==> src/rtl/mult_accumulator_if.sv <==
`default_nettype none
// ---------------------------------------------------------------------------
// mult_accumulator_if : product-stream in / accumulated-sum out handshake bus
// Rev 1.0
// ---------------------------------------------------------------------------
interface mult_accumulator_if #(
  parameter int PROD_W = 32,
  parameter int ACC_W  = 40,
  parameter int CNT_W  = 16
);
  logic              in_valid;
  logic              in_ready;
  logic [PROD_W-1:0] in_prod;
  logic              in_last;
  logic              out_valid;
  logic              out_ready;
  logic [ACC_W-1:0]  out_acc;
  logic [CNT_W-1:0]  out_count;
  logic              out_ovf;

  modport master (
    output in_valid, in_prod, in_last, out_ready,
    input  in_ready, out_valid, out_acc, out_count, out_ovf
  );

  modport slave (
    input  in_valid, in_prod, in_last, out_ready,
    output in_ready, out_valid, out_acc, out_count, out_ovf
  );
endinterface
`default_nettype wire

==> src/rtl/mult_accumulator.sv <==
`default_nettype none
// ---------------------------------------------------------------------------
// mult_accumulator : signed product-stream accumulator with optional clamping
// Rev 1.0
// ---------------------------------------------------------------------------
module mult_accumulator #(
  parameter int PROD_W = 32,
  parameter int ACC_W  = 40,
  parameter int CNT_W  = 16,
  parameter bit SAT    = 1'b1
) (
  input  logic                clk,
  input  logic                rst_n,
  input  logic                clear,
  mult_accumulator_if.slave   bus
);

  typedef enum logic [0:0] {
    ACCUM = 1'b0,
    HOLD  = 1'b1
  } state_t;

  localparam logic [ACC_W-1:0] ACC_MAX = {1'b0, {(ACC_W-1){1'b1}}};
  localparam logic [ACC_W-1:0] ACC_MIN = {1'b1, {(ACC_W-1){1'b0}}};

  state_t             state_q, state_d;
  logic [ACC_W-1:0]   acc_q, acc_d;
  logic [CNT_W-1:0]   count_q, count_d;
  logic               ovf_q, ovf_d;
  logic [ACC_W-1:0]   out_acc_q, out_acc_d;
  logic [CNT_W-1:0]   out_count_q, out_count_d;
  logic               out_ovf_q, out_ovf_d;

  logic [ACC_W-1:0]   prod_ext;
  logic [ACC_W-1:0]   sum;
  logic               add_ovf;
  logic [ACC_W-1:0]   acc_next;
  logic [CNT_W-1:0]   cnt_inc;
  logic               beat;

  assign prod_ext = ACC_W'($signed(bus.in_prod));
  assign sum      = acc_q + prod_ext;
  // Overflow only when both operands share a sign and the sum's sign differs.
  assign add_ovf  = (acc_q[ACC_W-1] == prod_ext[ACC_W-1]) && (sum[ACC_W-1] != acc_q[ACC_W-1]);
  assign acc_next = (add_ovf && SAT) ? (acc_q[ACC_W-1] ? ACC_MIN : ACC_MAX) : sum;
  assign cnt_inc  = (&count_q) ? count_q : count_q + CNT_W'(1);

  assign bus.in_ready  = (state_q == ACCUM) && rst_n;
  assign beat          = bus.in_valid && bus.in_ready;
  assign bus.out_valid = (state_q == HOLD);
  assign bus.out_acc   = out_acc_q;
  assign bus.out_count = out_count_q;
  assign bus.out_ovf   = out_ovf_q;

  always_comb begin
    state_d     = state_q;
    acc_d       = acc_q;
    count_d     = count_q;
    ovf_d       = ovf_q;
    out_acc_d   = out_acc_q;
    out_count_d = out_count_q;
    out_ovf_d   = out_ovf_q;

    if (clear) begin
      state_d = ACCUM;
      acc_d   = '0;
      count_d = '0;
      ovf_d   = 1'b0;
      // A beat coinciding with clear becomes the first beat of a new packet.
      if (state_q == ACCUM && beat) begin
        acc_d   = prod_ext;
        count_d = CNT_W'(1);
        if (bus.in_last) begin
          state_d     = HOLD;
          out_acc_d   = prod_ext;
          out_count_d = CNT_W'(1);
          out_ovf_d   = 1'b0;
        end
      end
    end else begin
      case (state_q)
        ACCUM: begin
          if (beat) begin
            acc_d   = acc_next;
            count_d = cnt_inc;
            ovf_d   = ovf_q | add_ovf;
            if (bus.in_last) begin
              state_d     = HOLD;
              out_acc_d   = acc_next;
              out_count_d = cnt_inc;
              out_ovf_d   = ovf_q | add_ovf;
            end
          end
        end
        HOLD: begin
          if (bus.out_ready) begin
            state_d = ACCUM;
            acc_d   = '0;
            count_d = '0;
            ovf_d   = 1'b0;
          end
        end
        default: state_d = ACCUM;
      endcase
    end
  end

  always_ff @(posedge clk) begin
    if (!rst_n) begin
      state_q     <= ACCUM;
      acc_q       <= '0;
      count_q     <= '0;
      ovf_q       <= 1'b0;
      out_acc_q   <= '0;
      out_count_q <= '0;
      out_ovf_q   <= 1'b0;
    end else begin
      state_q     <= state_d;
      acc_q       <= acc_d;
      count_q     <= count_d;
      ovf_q       <= ovf_d;
      out_acc_q   <= out_acc_d;
      out_count_q <= out_count_d;
      out_ovf_q   <= out_ovf_d;
    end
  end

endmodule
`default_nettype wire

==> src/flat_wrapper.sv <==
// flat-port wrapper written by rule: the top's interface ports become plain ports
module mult_accumulator_flat 
#(
  parameter int PROD_W = 32,
  parameter int ACC_W  = 40,
  parameter int CNT_W  = 16,
  parameter bit SAT    = 1'b1
)
  (clk, rst_n, clear, bus_in_valid, bus_in_prod, bus_in_last, bus_out_ready, bus_in_ready, bus_out_valid, bus_out_acc, bus_out_count, bus_out_ovf);
  mult_accumulator_if #(.PROD_W(PROD_W), .ACC_W(ACC_W), .CNT_W(CNT_W)) bus_i ();
  input  logic clk;
  input  logic rst_n;
  input  logic clear;
  input wire logic [$bits(bus_i.in_valid)-1:0] bus_in_valid;
  input wire logic [$bits(bus_i.in_prod)-1:0] bus_in_prod;
  input wire logic [$bits(bus_i.in_last)-1:0] bus_in_last;
  input wire logic [$bits(bus_i.out_ready)-1:0] bus_out_ready;
  output wire logic [$bits(bus_i.in_ready)-1:0] bus_in_ready;
  output wire logic [$bits(bus_i.out_valid)-1:0] bus_out_valid;
  output wire logic [$bits(bus_i.out_acc)-1:0] bus_out_acc;
  output wire logic [$bits(bus_i.out_count)-1:0] bus_out_count;
  output wire logic [$bits(bus_i.out_ovf)-1:0] bus_out_ovf;
  assign bus_i.in_valid = bus_in_valid;
  assign bus_i.in_prod = bus_in_prod;
  assign bus_i.in_last = bus_in_last;
  assign bus_i.out_ready = bus_out_ready;
  assign bus_in_ready = bus_i.in_ready;
  assign bus_out_valid = bus_i.out_valid;
  assign bus_out_acc = bus_i.out_acc;
  assign bus_out_count = bus_i.out_count;
  assign bus_out_ovf = bus_i.out_ovf;
  mult_accumulator #(.PROD_W(PROD_W), .ACC_W(ACC_W), .CNT_W(CNT_W), .SAT(SAT)) u_core (.clk(clk), .rst_n(rst_n), .clear(clear), .bus(bus_i));
endmodule
==> config.mk <==
export PLATFORM = sky130hd
export DESIGN_NAME = mult_accumulator_flat
export DESIGN_NICKNAME = d
export VERILOG_FILES = /design/src/rtl/mult_accumulator_if.sv /design/src/rtl/mult_accumulator.sv /design/src/flat_wrapper.sv
export SDC_FILE = /design/constraint.sdc
export NUM_CORES = 1
export LEC_CHECK = 0
export ABC_AREA = 0
export ABC_CLOCK_PERIOD_IN_PS = 4630
export CAP_MARGIN = 20
export CORE_UTILIZATION = 55
export DETAILED_ROUTE_END_ITERATION = 10
export GPL_TIMING_DRIVEN = 0
export PLACE_DENSITY_LB_ADDON = 0.2
export SLEW_MARGIN = 30
export SYNTH_ARGS = -nofsm -noshare
export SYNTH_HDL_FRONTEND = slang
export SYNTH_SLANG_ARGS = --single-unit
==> constraint.sdc <==
create_clock -name clk -period 4.63 [get_ports clk]
set_clock_uncertainty 0.2 [all_clocks]
set_input_delay 1.389 -clock clk [delete_from_list [all_inputs] [get_ports clk]]
set_output_delay 1.389 -clock clk [all_outputs]
set_load 0.05 [all_outputs]
==> results of run 1 <==
-- stage by stage --
step                      instances  total power, mW
after floorplan                 965             1.69
after global placement         1233             1.93
after detailed placement       1233             1.94
after CTS                      1267             3.45
after global routing           1271             3.62
final                          1271             3.49
-- flip-flops by register name (all words and copies together) (netlist names) --
signal                count
u_core.bus.out_ovf        1
u_core.bus.out_valid      1
u_core.bus.out_acc       40
u_core.ovf_q              1
u_core.count_q           16
u_core.acc_q             40
u_core.bus.out_count     16
-- worst max-delay path: stages --
cell and delay (ps):
clkdlybuf4s50_1 550, ha_1 250, inv_1 80, fa_1 410
nand2b_1 200, a211o_1 320, a211oi_4 270, or2_4 190
o2bb2ai_1 130, o21ai_2 260, buf_4 150, a31oi_1 100
xor2_1 190, a211oi_1 200
-- per-layer routing --
metal | share of wire | up-vias | global-route usage
li1 | - | 3798 | -
met1 | 0.42 | 3789 | 0.486
met2 | 0.44 | 507 | 0.547
met3 | 0.10 | 75 | 0.0644
met4 | 0.033 | 0 | 0.128
met5 | 0 | - | 0
-- worst max-delay path by stage --
stage	from	end	slack (ps)	cells past startpoint
detailed placement	bus_in_prod[1]	u_core.bus.out_acc[29]$_SDFFE_PN0P_	-660	12
finish	bus_in_prod[0]	u_core.bus.out_acc[36]$_SDFFE_PN0P_	60	14
global placement	bus_in_prod[0]	u_core.bus.out_acc[32]$_SDFFE_PN0P_	-580	13
CTS	rst_n	bus_in_ready	10	3
global route	bus_in_prod[0]	u_core.bus.out_acc[36]$_SDFFE_PN0P_	-50	14
floorplan	bus_in_prod[0]	u_core.bus.out_acc[32]$_SDFFE_PN0P_	620	12
-- logic make-up after synthesis --
group                      Yosys count
AOI/OAI and AO/OA                  361
and+or+nand+nor                    323
DFF                                115
buffers and inverters               77
xor gates and xnor gates            46
adders and majority gates           42
muxes                                1
-- layout make-up --
cell class                 count  share of cell area
buffer                        65              0.0284
sequential                   115               0.244
multi-input combinational    773               0.521
tap                          172              0.0228
inverter                      12             0.00478
clock inverter                 9              0.0211
timing repair buffer         102               0.107
clock buffer                  23              0.0507
-- power by group through the flow --
stage               registers, mW  clock network (mW)  logic [mW]
global placement             1.10                   0       0.831
detailed placement           1.10                   0       0.837
floorplan                    1.17                   0       0.529
global route                 1.09                1.56       0.970
finish                       1.08                1.51       0.894
CTS                          1.08                1.51       0.852
-- cell usage in the layout (no fill, tap or decap), types with 21 or more instances in the layout --
cell	synthesis	final
a21o_1	21	21
a21oi_1	117	116
clkbuf_1	48	50
clkdlybuf4s50_1	0	94
dfxtp_1	115	115
ha_1	40	38
nand2_1	123	123
nand3_1	24	24
nor2_1	55	54
nor2b_1	22	22
o211ai_1	37	37
o21ai_0	66	65
or3_1	31	31
xnor2_1	27	26
-- what timing repair did --
item / CTS / global route
buffers inserted: 2 / 4
pin swaps: 2 / 5
resized for setup: 5 / 25
setup endpoints to repair: 51 / 77
==> flow_results.org, run 1 <==
** Synthesis
- Leading cell types by count after synthesis :: nand2_1 (123), a21oi_1 (117), dfxtp_1 (115)
- Of all flip-flops after synthesis, the portion carrying an async set or reset was 0.
- The number of nets in the synthesized netlist is 1044.
- Post-synthesis mux area share :: 0.00135
- Summed over all instances, the cell type with the most area after synthesis is dfxtp_1.
- Unique masters post-synth :: 67
- Parity-gate share of the synthesized area counting xor and xnor cells :: 0.0545
- Counting every instance in the synthesized netlist gives 965.
- For this run, the register share of the synthesized area comes to 0.312.
- Most instantiated library cell after synthesis :: nand2_1
- Post-Synth Adder-Cell Area :: 0.0718
- Summing every instance area after synthesis gives 7390 µm².
- Synthesis inferred 115 register bits.
- The area fraction in compound gates after synthesis is 0.307.
- Most common flop cell mapped by yosys :: dfxtp_1
- Ranked by total cell area, the synthesized netlist is headed by dfxtp_1 (31%), a21oi_1 (7.9%), ha_1 (6.8%).
- Simple-gate portion of the synthesized area :: 0.213
- Top cell type's share of synthesized area :: 0.312
- By area, the combinational part of the netlist is dominated by compound AO/OA/AOI/OAI gates.
- Count of flip-flops with a built-in enable after synthesis :: 0
- Yosys printed 0 warnings.
- After synthesis, the mean cell area works out to 7.66 µm².

** Critical path
- Data arrives at the worst endpoint at 4710 ps.
- The worst setup path is launched from an input port.
- In this run the critical register-to-register path is launched from u_core.acc_q[18]$_SDFFE_PN0P_.
- The setup path with the least slack is of type in2reg.
- WP data required :: 4760 ps
- Across all register-to-register paths, the minimum setup slack is 1250 ps.
- CP Max Fanout :: 4
- Reg2reg end :: u_core.acc_q[17]$_SDFFE_PN0P_
- For the worst flop-to-flop path, the logic depth is 12.
- The worst setup path is captured at a register.

** Place
- At the placement stage, the worst setup path has a slack of -656 ps.
- DP HPWL :: 17400 µm
- Routability-driven placement finished with a final weighted congestion of 0.986.
- Total of buffers placed on input and output ports :: 96
- Area of placed instances :: 8560 µm²

** Min path
- Min-delay worst type :: reg2reg
- The path with the worst hold slack has its endpoint at u_core.bus.out_acc[7]$_SDFFE_PN0P_.
- In this run the most critical hold path is launched from u_core.bus.out_acc[7]$_SDFFE_PN0P_.
- Counting instances, the worst hold path has a depth of 2.

** Power and ir drop
- Worst vdd ir :: 0.000277 V
- Part of the power in the clock network :: 0.433
- Net load switching power :: 1.06 mW
- Cell internal power was estimated by the tool at 2.43 mW.
- Power spread over the standard cell area amounts to 370 nW/µm².
- Reg power frac :: 0.310
- Leak :: 3.62 nW
- Of the total power, the share spent switching nets is 0.304.
- Comb pwr share :: 0.256

** Floorplan
- Initial cell density of the core :: 0.574
- The floorplan step defined a die boundary enclosing 13900 µm².
- Number of top-level design ports :: 97
- # rows :: 41
- Die X-Extent :: 118 µm
- The total area inside the core boundary comes to 12900 µm².
- Die span in y :: 118 µm

** Route
- Dividing the detail-routed wire length by the instance count gives 19.5 µm.
- Violation count after the first detailed-routing iteration :: 968
- For this block, the via count after detailed routing is 8169.
- Drc violations :: 0
- The pre-antenna-repair detailed-routing pass consisted of 5 iterations.
- The routed design has 24800 µm of wire.
- Detail-routed via count per cell :: 6.43
- Number of nets with antenna violations after detailed routing :: 0

** Final layout
- The layout has 1013 filler cells.
- Share of post-route cells with drive strength above 1 :: 0.0737
- After the last flow step, the layout net total stands at 1165.
- Multi-input gate area in the final layout :: 4910 µm²
- The repair_antennas step left the layout with diodes totalling 0.
- Design Area, Final :: 9430 µm²
- For this run, the share of the core covered by cells in the final layout is 0.732.
- Relative area change from synthesis to final layout :: 27.6%
- Register Area :: 2300 µm²

** Clock tree
- Latest clock arrival within the worst-skew pair :: 420 ps
- H-tree level count :: 4
- Counting every sink on the clock net gives 115.
- Clock Pin Slew Worst Setup and Hold Paths :: 50 ps
- The number of hold buffers added after CTS was 0.
- CTS root buffer :: clkbuf_16
- TritonCTS built the clock tree.
- Buffer levels on the longest clock path :: 2
- Counting the buffers created by CTS gives 17.

** STA
- Fmax :: 0.219 GHz
- Total count of max-transition violations in the final report :: 0
- The worst pin sits at a relative slew slack of 0.467.
- Minimum setup slack in the final design :: 56.6 ps
- Post-layout minimum cycle time :: 4570 ps
- Final Cycle Share :: 0.988
- Total setup violations reported at the end of the flow :: 0
- The final hold violation count is 0.
- For the pin with the worst max-slew slack, the measured transition is 800 ps.
- Final worst hold slack :: 261 ps
- Setup TNS :: 0 ps

** Run status
- The run finished with clean final reports.

** Global route
- Tot GR Track Use :: 0.353
- Via count of the first global-routing pass :: 7319
- First-pass GRT wire length :: 38800 µm
- Initial antenna violation count :: 0
- The total overflow left after global routing is 0.
- Maximum number of pins on one net before global-route repair :: 17

** Run
- Number of max-cap violations :: 0
(Power assumes the default switching activity.)
==> inputs of run 2 (changes only) <==
GPL_TIMING_DRIVEN = 1   (was 0)
==> run 2 against run 1 <==
Compared with the run above:
- wire length fell by 7.0%
- cell count rose by 1.9%
- sequential cell count did not move
- clock power fell by 5%
- sequential share of layout area fell by 0.68 points
- critical path type unchanged
- final area rose by 2.9%
- largest power group unchanged
- global-route usage fell by 1.7 points
- via count fell by 1.5%
- worst setup slack improved by 210 ps
- critical path depth fell by 2
==> flow_results.org, run 2 (synthesized netlist as in run 1, its figures left out) <==
** Run status
- The flow ran to the end, and the final reports show no timing, DRC or antenna violations.

** Power and ir drop
- The power consumption is 3.48 mW (-0.20%).
- Power density relative to cell area :: 359 nW/µm² (-3.0%)
- Worst vdd ir :: 0.000277 V (about the same)
- The leakage power was 3.90 nW (+7.8%).

** Route
- The final wirelength is 23100 µm (-7.0%).
- The number of routed nets with antenna violations was 0 (unchanged).
- Drc violations :: 0 (unchanged)
- Number of detailed-route iterations in the first pass :: 7 (+2)
- The via count was 8045 (-1.5%).
- Detail-routed via count per cell :: 6.21 (-3.3%)
- The detailed router's first-iteration violation count is 891 (-8.0%).
- Routed WL per cell :: 17.8 µm (-8.7%)

** STA
- The tightest slew margin relative to the limit was 0.486 (+0.0194).
- Worst slew pin tran :: 768 ps (-31.9 ps)
- The time the final worst path needs with I/O delays and setup came to 4360 ps (-211 ps).
- Total count of max-transition violations in the final report :: 0 (unchanged)
- Fmax :: 0.229 GHz (+4.8%)
- The share of the cycle needed by the critical path after routing is 0.942 (-0.0457).
- The worst hold slack after final layout came to 264 ps (+3.15 ps).
- Setup repair after global routing left no endpoint under its margin.
- Final Hold Violating Endpoints :: 0 (unchanged)
- Total setup violations reported at the end of the flow :: 0 (unchanged)

** Global route
- The number of global-route vias before repair is 7567 (+3.4%).
- Tot GR Track Use :: 0.336 (-0.0166)
- The total overflow reported by the global router came to 0 (unchanged).
- Global route hottest layer :: met2
- The global routing met2 resource utilization came to 0.532 (-0.0151).
- The pin count of the biggest net entering global routing came to 82 (+65).
- The initial antenna violation count came to 0 (unchanged).
- The global-route wire length before repair came to 37700 µm (-2.9%).
- The fraction of met1 tracks used by global routing came to 0.455 (-0.0313).
- The met3 layer usage reported by global route came to 0.0625 (-0.00194).

** Floorplan
- The horizontal die dimension is 118 µm (unchanged).
- The initial cell density of the core is 0.574 (unchanged).
- The area of the core is 12900 µm² (unchanged).
- The height of the chip was 118 µm (unchanged).
- The number of top-level pins is 97 (unchanged).
- The count of standard-cell rows is 41 (unchanged).
- DIE AREA :: 13900 µm² (unchanged)

** Critical path
- Flop2flop setup slack :: 1430 ps (+180 ps)
- The peak fanout along the critical path was 5 (+1).
- WP data required :: 4770 ps (about the same)
- Element type at the critical path end :: register
- The worst setup path is launched from an input port.
- Kind of critical path :: in2reg
- Arrival time at the worst endpoint :: 4500 ps (-210 ps)

** Final layout
- The number of antenna diodes was 0 (unchanged).
- In the layout the commonest cells are nand2_1 (123), a21oi_1 (117), dfxtp_1 (115), clkdlybuf4s50_1 (94), buf_4 (93).
- Nets@finish :: 1189 (+2.1%)
- The area growth from synthesis to layout is 31.2%.
- The fraction of layout instances using a drive strength above 1 is 0.132 (+0.0581).
- Register Area :: 2300 µm² (unchanged)
- Multi-input gate area in the final layout :: 4790 µm² (-2.5%)
- Leading cell type in the layout, fill and taps excluded :: nand2_1
- The count of fill cells added during filler insertion was 981 (-3.2%).

** Min path
- The tightest min-delay check is of the reg2reg type.

** Clock tree
- Clock Pin Slew Worst Setup and Hold Paths :: 50 ps (about the same)
- Number of clock sinks seen by CTS :: 115 (unchanged)
- TritonCTS built the clock tree.
- Clock buffer count from CTS :: 17 (unchanged)
- H-tree level count :: 4 (unchanged)
- In this run the clock root is driven by a clkbuf_16.
- Latest clock arrival within the worst-skew pair :: 430 ps (about the same)
- The deepest clock path buffer count came to 2 (unchanged).

** Place
- Total of buffers placed on input and output ports :: 96 (unchanged)
- Weighted congestion at the end of routability-driven global placement :: 1.01 (+2.2%)
- The half-perimeter wire length after detailed placement was 15700 µm (-9.6%).

** Run
- Number of max-cap violations :: 0 (unchanged)
run 2: final timing paths:
path,from,end,depth (start not counted)
hold reg to reg,u_core.bus.out_count[13]$_SDFFE_PN0P_,u_core.bus.out_count[13]$_SDFFE_PN0P_,2
hold / removal,u_core.bus.out_count[13]$_SDFFE_PN0P_,u_core.bus.out_count[13]$_SDFFE_PN0P_,2
setup reg to reg,u_core.acc_q[24]$_SDFFE_PN0P_,u_core.acc_q[12]$_SDFFE_PN0P_,10
setup / recovery,bus_in_prod[14],u_core.bus.out_acc[32]$_SDFFE_PN0P_,12
run 2: critical path, stage by stage:
cell             delay (ps)
clkdlybuf4s50_1         470
ha_1                    410
a21oi_1                 340
o221a_2                 260
o221ai_1                150
or2_2                   340
o2bb2ai_1               230
o21ai_1                 100
buf_4                   150
a41oi_1                 270
xnor2_1                 140
a211oi_1                240
run 2: cell type report:
class | instances | share of cell area
Clock buffer | 20 | 0.0481
Clock inverter | 12 | 0.0182
Inverter | 12 | 0.00465
Multi-Input combinational cell | 773 | 0.494
Sequential cell | 115 | 0.237
Tap cell | 172 | 0.0222
Timing Repair Buffer | 191 | 0.176
run 2: per-stage QoR:
| step | setup TNS, ps | instances | cell area (µm²) | setup WS (ps) | utilization |
|---|---|---|---|---|---|
| after global routing | 0 | 1295 | 9700 | 37.2 | 0.753 |
| after floorplan | 0 | 965 | 7390 | 617 | - |
| after global placement | -1000 | 1263 | 9050 | -176 | 0.703 |
| after detailed placement | -1510 | 1263 | 9050 | -205 | 0.703 |
| final | 0 | 1295 | 9700 | 268 | 0.753 |
| after CTS | 0 | 1295 | 9690 | 191 | 0.753 |
run 2: what timing repair did:
item / CTS / global route
endpoints found under the setup margin: 0 / 3
gates resized for setup: 0 / 2
setup buffers: 0 / 0
hold buffers: 0 / 0
run 2: metal layers:
metal	vias to the layer above	wire length, µm
li1	3825	-
met1	3766	10300
met2	403	10400
met3	51	1880
met4	0	483
met5	-	0
run 2: report_power, final:
part	internal [mW]	leakage [nW]	switching, mW	total, mW
Sequential	1.05	0.939	0.0363	1.08
Combinational	0.401	2.65	0.557	0.958
Clock	0.943	0.312	0.499	1.44
